$ cat src/rtl/axil_uart_pkg.sv
// axil_uart_pkg: shared constants for the AXI4-Lite UART register block.
// Holds the register offsets (decoded from ADDR[3:2]), the AXI response
// codes, the STATUS/RXDATA bit positions and a byte-lane merge helper.
package axil_uart_pkg;

  typedef enum logic [1:0] {
    ADDR_TXDATA = 2'd0,
    ADDR_RXDATA = 2'd1,
    ADDR_STATUS = 2'd2,
    ADDR_CTRL   = 2'd3
  } reg_addr_e;

  localparam logic [1:0] RESP_OKAY   = 2'b00;
  localparam logic [1:0] RESP_SLVERR = 2'b10;

  localparam int STAT_TX_READY_BIT = 0;
  localparam int STAT_RX_VALID_BIT = 1;
  localparam int STAT_TX_BUSY_BIT  = 2;
  localparam int STAT_OVERRUN_BIT  = 3;
  localparam int RXDATA_EMPTY_BIT  = 31;

  // Replace the byte lanes of a 16-bit register that are enabled in strb.
  function automatic logic [15:0] merge_bytes16(input logic [15:0] cur,
                                                input logic [15:0] wdat,
                                                input logic [1:0]  strb);
    logic [15:0] res;
    res[7:0]  = strb[0] ? wdat[7:0]  : cur[7:0];
    res[15:8] = strb[1] ? wdat[15:8] : cur[15:8];
    return res;
  endfunction

endpackage

$ cat src/rtl/axil_uart_regs.sv
// axil_uart_regs: AXI4-Lite slave exposing TXDATA/RXDATA/STATUS/CTRL.
// Ports:
//   ACLK, ARESETN         clock, async active-low reset
//   AW*/W*/B*             write address/data/response channels
//   AR*/R*                read address/data channels
//   tx_data/tx_valid      push strobe into the UART TX FIFO (tx_ready, tx_busy in)
//   rx_data/rx_valid      head of UART RX FIFO; rx_ready is the pop strobe
//   rx_overrun            RX overflow pulse, latched into STATUS[3]
//   baud_div              divisor to the baud generator (CTRL[15:0])
module axil_uart_regs
  import axil_uart_pkg::*;
#(
  parameter int          ADDR_WIDTH  = 4,
  parameter int          DATA_WIDTH  = 32,
  parameter logic [15:0] DEFAULT_DIV = 16'd868
) (
  input  logic                    ACLK,
  input  logic                    ARESETN,
  input  logic [ADDR_WIDTH-1:0]   AWADDR,
  input  logic                    AWVALID,
  output logic                    AWREADY,
  input  logic [DATA_WIDTH-1:0]   WDATA,
  input  logic [DATA_WIDTH/8-1:0] WSTRB,
  input  logic                    WVALID,
  output logic                    WREADY,
  output logic [1:0]              BRESP,
  output logic                    BVALID,
  input  logic                    BREADY,
  input  logic [ADDR_WIDTH-1:0]   ARADDR,
  input  logic                    ARVALID,
  output logic                    ARREADY,
  output logic [DATA_WIDTH-1:0]   RDATA,
  output logic [1:0]              RRESP,
  output logic                    RVALID,
  input  logic                    RREADY,
  output logic [7:0]              tx_data,
  output logic                    tx_valid,
  input  logic                    tx_ready,
  input  logic                    tx_busy,
  input  logic [7:0]              rx_data,
  input  logic                    rx_valid,
  output logic                    rx_ready,
  input  logic                    rx_overrun,
  output logic [15:0]             baud_div
);

  logic        rst_done_r;
  logic        aw_full_r;
  reg_addr_e   aw_addr_r;
  logic        w_full_r;
  logic [15:0] w_data_r;
  logic [1:0]  w_strb_r;
  logic        bvalid_r;
  logic [1:0]  bresp_r;
  logic        rvalid_r;
  logic [31:0] rdata_r;
  logic [1:0]  rresp_r;
  logic [15:0] baud_div_r;
  logic        overrun_r;

  logic        aw_ready_s, w_ready_s, ar_ready_s;
  logic        aw_hs_s, w_hs_s, ar_hs_s, commit_s;
  reg_addr_e   wr_addr_s, rd_addr_s;
  logic [15:0] wr_data_s;
  logic [1:0]  wr_strb_s;
  logic [1:0]  wr_resp_s;
  logic        tx_push_s, ctrl_we_s, rx_pop_s;
  logic [31:0] rd_data_s;
  logic        unused_s;

  // Byte offset bits and upper data/strobe lanes carry no register state.
  assign unused_s = ^{AWADDR[1:0], ARADDR[1:0], WDATA[DATA_WIDTH-1:16], WSTRB[DATA_WIDTH/8-1:2]};

  // A full slot keeps its own ready low; a pending response blocks both.
  assign aw_ready_s = rst_done_r & ~aw_full_r & ~bvalid_r;
  assign w_ready_s  = rst_done_r & ~w_full_r & ~bvalid_r;
  assign ar_ready_s = rst_done_r & ~rvalid_r;
  assign aw_hs_s    = AWVALID & aw_ready_s;
  assign w_hs_s     = WVALID & w_ready_s;
  assign ar_hs_s    = ARVALID & ar_ready_s;

  // Commit as soon as address and data are both available (held or live).
  assign commit_s  = (aw_full_r | aw_hs_s) & (w_full_r | w_hs_s);
  assign wr_addr_s = aw_full_r ? aw_addr_r : reg_addr_e'(AWADDR[3:2]);
  assign wr_data_s = w_full_r ? w_data_r : WDATA[15:0];
  assign wr_strb_s = w_full_r ? w_strb_r : WSTRB[1:0];
  assign rd_addr_s = reg_addr_e'(ARADDR[3:2]);

  // Tracks the first clock after reset release.
  always_ff @(posedge ACLK or negedge ARESETN) begin
    if (!ARESETN) rst_done_r <= 1'b0;
    else          rst_done_r <= 1'b1;
  end

  // Decodes the committing write into side effects and a response code.
  always_comb begin
    wr_resp_s = RESP_OKAY;
    tx_push_s = 1'b0;
    ctrl_we_s = 1'b0;
    if (commit_s) begin
      case (wr_addr_s)
        ADDR_TXDATA: begin
          if (wr_strb_s[0]) begin
            if (tx_ready) tx_push_s = 1'b1;
            else          wr_resp_s = RESP_SLVERR;
          end else begin
            wr_resp_s = RESP_OKAY;
          end
        end
        ADDR_CTRL: ctrl_we_s = 1'b1;
        default:   wr_resp_s = RESP_SLVERR;
      endcase
    end else begin
      wr_resp_s = RESP_OKAY;
    end
  end

  // Holds whichever of AW/W arrives first until its partner shows up.
  always_ff @(posedge ACLK or negedge ARESETN) begin
    if (!ARESETN) begin
      aw_full_r <= 1'b0;
      aw_addr_r <= ADDR_TXDATA;
      w_full_r  <= 1'b0;
      w_data_r  <= 16'h0000;
      w_strb_r  <= 2'b00;
    end else if (commit_s) begin
      aw_full_r <= 1'b0;
      w_full_r  <= 1'b0;
    end else begin
      if (aw_hs_s) begin
        aw_full_r <= 1'b1;
        aw_addr_r <= reg_addr_e'(AWADDR[3:2]);
      end
      if (w_hs_s) begin
        w_full_r <= 1'b1;
        w_data_r <= WDATA[15:0];
        w_strb_r <= WSTRB[1:0];
      end
    end
  end

  // Raises BVALID on commit and holds it until the master takes it.
  always_ff @(posedge ACLK or negedge ARESETN) begin
    if (!ARESETN) begin
      bvalid_r <= 1'b0;
      bresp_r  <= RESP_OKAY;
    end else if (commit_s) begin
      bvalid_r <= 1'b1;
      bresp_r  <= wr_resp_s;
    end else if (bvalid_r && BREADY) begin
      bvalid_r <= 1'b0;
    end
  end

  // Baud divisor register, byte-lane writable through CTRL.
  always_ff @(posedge ACLK or negedge ARESETN) begin
    if (!ARESETN)       baud_div_r <= DEFAULT_DIV;
    else if (ctrl_we_s) baud_div_r <= merge_bytes16(baud_div_r, wr_data_s, wr_strb_s);
  end

  // Builds read data from the live inputs; RXDATA pops only on a non-empty FIFO.
  always_comb begin
    rd_data_s = 32'h0000_0000;
    rx_pop_s  = 1'b0;
    case (rd_addr_s)
      ADDR_TXDATA: rd_data_s = 32'h0000_0000;
      ADDR_RXDATA: begin
        if (rx_valid) begin
          rd_data_s[7:0] = rx_data;
          rx_pop_s       = ar_hs_s;
        end else begin
          rd_data_s[RXDATA_EMPTY_BIT] = 1'b1;
        end
      end
      ADDR_STATUS: begin
        rd_data_s[STAT_TX_READY_BIT] = tx_ready;
        rd_data_s[STAT_RX_VALID_BIT] = rx_valid;
        rd_data_s[STAT_TX_BUSY_BIT]  = tx_busy;
        // A pulse in the read cycle is reported right away.
        rd_data_s[STAT_OVERRUN_BIT]  = overrun_r | rx_overrun;
      end
      ADDR_CTRL: rd_data_s[15:0] = baud_div_r;
      default:   rd_data_s = 32'h0000_0000;
    endcase
  end

  // Registers the read response on AR handshake; holds until RREADY.
  always_ff @(posedge ACLK or negedge ARESETN) begin
    if (!ARESETN) begin
      rvalid_r <= 1'b0;
      rdata_r  <= 32'h0000_0000;
      rresp_r  <= RESP_OKAY;
    end else if (ar_hs_s) begin
      rvalid_r <= 1'b1;
      rdata_r  <= rd_data_s;
      rresp_r  <= RESP_OKAY;
    end else if (rvalid_r && RREADY) begin
      rvalid_r <= 1'b0;
    end
  end

  // Sticky overrun flag: a new pulse beats the STATUS read clear.
  always_ff @(posedge ACLK or negedge ARESETN) begin
    if (!ARESETN)                                overrun_r <= 1'b0;
    else if (rx_overrun)                         overrun_r <= 1'b1;
    else if (ar_hs_s && rd_addr_s == ADDR_STATUS) overrun_r <= 1'b0;
  end

  assign AWREADY  = aw_ready_s;
  assign WREADY   = w_ready_s;
  assign ARREADY  = ar_ready_s;
  assign BVALID   = bvalid_r;
  assign BRESP    = bresp_r;
  assign RVALID   = rvalid_r;
  assign RDATA    = rdata_r;
  assign RRESP    = rresp_r;
  assign tx_valid = tx_push_s;
  assign tx_data  = tx_push_s ? wr_data_s[7:0] : 8'h00;
  assign rx_ready = rx_pop_s;
  assign baud_div = baud_div_r;

endmodule

$ cat config.mk
export PLATFORM = sky130hd
export DESIGN_NAME = axil_uart_regs
export DESIGN_NICKNAME = d
export VERILOG_FILES = /design/src/rtl/axil_uart_pkg.sv /design/src/rtl/axil_uart_regs.sv
export SDC_FILE = /design/constraint.sdc
export NUM_CORES = 1
export LEC_CHECK = 0
export BUFFER_PORTS_ARGS = -buffer_cell sky130_fd_sc_hd__buf_2
export CAP_MARGIN = 0
export CORE_MARGIN = 3
export CORE_UTILIZATION = 40
export DETAILED_ROUTE_END_ITERATION = 16
export PLACE_DENSITY = 0.82
export SLEW_MARGIN = 10
export SYNTH_ARGS = -nofsm -noshare
export SYNTH_HDL_FRONTEND = slang
export SYNTH_SLANG_ARGS = --single-unit
export TNS_END_PERCENT = 100
$ cat constraint.sdc
create_clock -name ACLK -period 1.54 [get_ports ACLK]
set_input_delay 0.077 -clock ACLK [delete_from_list [all_inputs] [get_ports ACLK]]
set_output_delay 0.077 -clock ACLK [all_outputs]
set_load 0.03 [all_outputs]
---- After elaboration in Yosys (flattened, before gate mapping) ----
Index checks and enable logic that the tools add are counted.
word-level totals
  bits in registers ....................... 61
  bits of input ports ..................... 63
  word-level logic and storage cells ...... 79
cells by class
  equal/unequal tests ..................... 4
  mux-type cells .......................... 31
  bitwise gates (word level) .............. 17
  reduce and logical (&&, ||, !) cells .... 14
operators with widths
  operator                                                         number
  8-bit 2-to-1 mux                                                 3
  1-bit 2-to-1 mux                                                 20
  16-bit 2-to-1 mux                                                1
  4-bit one-hot mux with 4 select lines                            1
  2-bit nonzero test                                               5
  1-bit AND                                                        9
  2-bit 2-to-1 mux                                                 4
  4-bit one-hot mux with 2 select lines                            1
  2-bit AND reduction                                              4
  2-bit == test, second input constant                             3
  1-bit inverter                                                   5
  2-bit zero test                                                  2
  2-bit one-hot mux with 2 select lines                            1
  1-bit logical AND                                                3
  1-bit bitwise OR                                                 3
  2-bit by 1-bit == test with 1-bit output, second input constant  1

---- Longest topological paths before layout ----
  word-level depth ........................ 8
  depth in mapped cells ................... 5
  depth with buffers taken out ............ 4

---- Worst setup path after synthesis ----
No wires, ideal clock.
  kind .................................... reg-to-output
  from .................................... reg bvalid_r (netlist: BVALID)
  to ...................................... out tx_data[0]
  arrival ................................. 1.960 ns
  data required time ...................... 1.463 ns
  slack ................................... -0.497 ns
  cell stages (with the launch flop) ...... 6
  path buffers ............................ 1
  cell sequence ........................... dfrtp_1 > nand3b_1 > a22o_2 > or3_1 > buf_2 > nor2_1
between the ends
  word-level cells in the longest chain between the ends .. 7
RTL lines
  what                          RTL line                                    text
  start, declared               axil_uart_regs.sv:53                        logic bvalid_r;
  start signal, assigned        axil_uart_regs.sv:145                       bvalid_r <= 1'b0;
  start signal, assigned        axil_uart_regs.sv:148                       bvalid_r <= 1'b1;
  start signal, assigned        axil_uart_regs.sv:151                       bvalid_r <= 1'b0;
  1-bit inverter (*)            axil_uart_regs.sv:75, axil_uart_regs.sv:76
  1-bit AND (on tied branches)  axil_uart_regs.sv:75, axil_uart_regs.sv:76
  1-bit AND (on tied branches)  axil_uart_regs.sv:78, axil_uart_regs.sv:79
  1-bit bitwise OR              axil_uart_regs.sv:83                        assign commit_s = (aw_full_r | aw_hs_s) & (w_full_r | w_hs_s);
  1-bit AND (*)                 axil_uart_regs.sv:83
  1-bit 2-to-1 mux (*)          axil_uart_regs.sv:100                       if (commit_s) begin
  8-bit 2-to-1 mux (*)          axil_uart_regs.sv:218                       assign tx_data = tx_push_s ? wr_data_s[7:0] : 8'h00;
  end, declared                 axil_uart_regs.sv:36                        output logic [7:0] tx_data,
Mark *: on every way between the ends. The rest lies on a longest branch, timed or not.

---- Final worst setup path ----
  from .................................... reg bvalid_r (netlist: BVALID)
  to ...................................... out tx_data[6]
Same word-level chain as after synthesis.

==> out/results.md <==
- 0.862 — routability cong.
- 0 — warning count from the yosys run
- 0.00835 mm^2 — area enclosed by the die boundary
- 0 — count of final max-slew check failures
- 0.00423 mm^2 — area of all placed cells without fillers
- 575 — filler cell count
- sky130_fd_sc_hd__buf_2 — leading cell type in the layout, fill and taps excluded
- 0.06 ns — Worst-path clk slew
- -0.32 ns — minimum setup slack among reg-to-reg paths
- -0.423 ns — setup ws final
- 2410 — number of global-route vias before repair
- 11.3 um^2 — average size of a mapped cell
- 0.859 mV — peak supply drop
- 89 — count of buffers from port buffering
- 0.00721 W — total power
- 258 — number of instances in the synthesized netlist
- 9 — number of CTS-inserted buffers
- 0 — ANT cells
- 60 — clk sink count
- 1.96 ns — shortest period the worst path allows
- 4.71 — detail-routed via count per cell
- 509 MHz — highest clock frequency the design can meet
- 0 — maximum capacitance violations
- 0 — antenna violations before repair
- 458 — fin nets
- 127% — Tcrit/Tclk final
- 11800 um — wire length of the first global-routing pass
- 130 — num ports
- 17.9% — Global Route Usage Sum
- 0 — overflow left after global routing
- 0 — EDFF count, synth
- 2 — Longest Clk Path Bufs
- 4950 um — placed wire-length estimate after detailed placement
- input port to flip-flop — classification of the worst-slack hold path
- 1.89 ns — data arrival time of the critical path
- 0 — count of nets left with antenna violations after detail routing
- flip-flop — critical path startpoint category
- sky130_fd_sc_hd__clkbuf_8 — clock tree root buffer cell
- sky130_fd_sc_hd__dfrtp_1 — cell taking the most area after synthesis
- 0.00934 ns — post-route clock skew
- 100% — fraction of registers with async set or reset after synthesis
- true — unrepaired setup endpoints after global routing
- 0.00694 mm^2 — Core Region
- sky130_fd_sc_hd__dfrtp_1 — main flop type after synthesis
- 2329 — number of vias after detailed routing
- 57 — starting DRC count in detailed routing
- 0 — hold violation count in the final report
- BVALID — Critical Path Start
- flip-flop to output port — type of the worst setup path
- 0.00292 mm^2 — post-synth design cell area
- 1.46 ns — endpoint required time on the critical path
- finished with violations — status
- 44.8% — synth-to-layout area growth
- 2.15 nW — leakage power of the design
- w_data_r[9] — worst flop-to-flop path endpoint
- 47.2% — fraction of synthesized cell area taken by the top area cell type
- 5 — Critical Path Fanout Max
- setup timing — failing checks
- 0.33 ns — clock latency of the later-clocked register in the worst-skew pair
- 14.5 um — average wire per cell in the routed design
- 0 — number of remaining DRC errors
- 1710 mW/mm^2 — power density over cell area
- 48.6% — fraction of final layout cells with drive strength greater than 1
- BVALID — reg-to-reg critical path startpoint
- 0.00359 mm^2 — post-detailed-placement cell area
- 60 — Synth Register Bits
- 3 — maximum level of the CTS H-tree
- 5 — Worst R2R Path Depth
- tx_data[6] — Worst setup endpoint
- output port — endpoint kind of the worst setup timing path
- 30 — num rows
- sky130_fd_sc_hd__dfrtp_1, sky130_fd_sc_hd__mux2_2, sky130_fd_sc_hd__mux2i_1 — Area contributors post-synth
- 6 — number of search-and-repair iterations in the first detailed-routing pass
- 7180 um — wire length reported by the detailed router
- done — TritonCTS clock tree
- 51.7% — fraction of the yosys area taken by sequential cells
- 33 — library cells used by synthesis
- 45 — total of endpoints with negative setup slack in the final report
- 43 — maximum number of pins on one net before global-route repair
- 42.0% — effective utilization at floorplan
- sky130_fd_sc_hd__buf_2, sky130_fd_sc_hd__dfrtp_1, sky130_fd_sc_hd__nand2_1 — commonest cells after routing, fill and taps aside
- 91.4 um — die boundary width
- 91.4 um — Die Span Y
[logic make-up after synthesis]
logic type      share of synthesized area [%]
flops                                    51.7
simple gates                             9.56
mux                                      21.4
buf+inv                                  8.96
compound gates                           8.11
other cells                             0.257
[Yosys cell counts (all sizes together) (3+ instances only)]
library cell	instances
nor2b	4
clkbuf	5
nand2	31
dfrtp	55
mux2i	16
nand3b	4
a22oi	7
a22o	4
nor2	11
a21oi	3
dfstp	5
inv	15
o21ai	20
buf	24
mux2	38
[per-layer routing]
| metal | global-route usage [%] | vias to the layer above | share of wire (%) |
|---|---|---|---|
| met5 | 0 | - | 0 |
| met4 | 4.40 | 0 | 0.99 |
| met3 | 5.72 | 6 | 6.0 |
| met2 | 29.3 | 83 | 49 |
| met1 | 22.9 | 1112 | 44 |
| li1 | - | 1128 | - |
[per-stage QoR]
stage          cells  utilization, %  hold slack [ns]  TNS (ns)  worst slack (ns)
6_report         495            60.8           0.0181    -10.49            -0.423
4_1_cts          493            60.7         0.000546    -10.24            -0.443
3_3_place_gp     449            51.8           0.0401     -5.67            -0.245
3_5_place_dp     449            51.8           0.0410     -7.39            -0.295
2_1_floorplan    275               -           -0.219     -5.99            -0.261
5_1_grt          495            60.8          0.00364    -13.66            -0.514
[layout make-up]
cell class	count	area, um^2	area share (%)
Sequential cell	60	1510	35.7
Tap cell	96	120	2.84
Inverter	15	63.8	1.51
Multi-Input combinational cell	172	1340	31.7
Clock inverter	4	72.6	1.72
Timing Repair Buffer	137	970	22.9
Clock buffer	11	151	3.58
[worst min-delay path by stage]
| stage | to | depth (start not counted) | from |
|---|---|---|---|
| after detailed placement | RDATA[9] | 1 | ARESETN |
| final | w_data_r[6] | 2 | WDATA[6] |
| after CTS | w_data_r[6] | 2 | WDATA[6] |
| after global routing | w_data_r[6] | 2 | WDATA[6] |
| after floorplan | BRESP[1] | 0 | ARESETN |
| after global placement | RDATA[9] | 1 | ARESETN |
[sequential cells by signal, indices dropped and copies added, names as in the netlist, 2 cells and up]
name and count:
aw_addr_r 2, w_strb_r 2, baud_div 16, w_data_r 16, RDATA 17
[report_power, final]
group          internal, W  switching, W  leakage [nW]
sequential         0.00223      0.000431         0.732
combinational      0.00131       0.00167          1.31
clock             0.000987      0.000584         0.111
[critical path, cell delays in order, from the launching register on]
cell                       delay [ns]
sky130_fd_sc_hd__dfrtp_2         0.40
sky130_fd_sc_hd__nand3b_1        0.18
sky130_fd_sc_hd__a22o_2          0.29
sky130_fd_sc_hd__or3_4           0.43
sky130_fd_sc_hd__nor2_4          0.13
sky130_fd_sc_hd__buf_6           0.14
[what timing repair did]
| action | CTS | global route |
|---|---|---|
| gates resized for setup | 29 | 5 |
| setup endpoints to repair | 46 | 46 |
| pin swaps | 2 | 2 |
| cloned | 3 | 0 |
| setup buffers | 4 | 4 |
| hold buffers | 22 | 1 |
| endpoints found under the hold margin | 39 | 1 |
No activity file was read; power rests on OpenSTA's default activity.
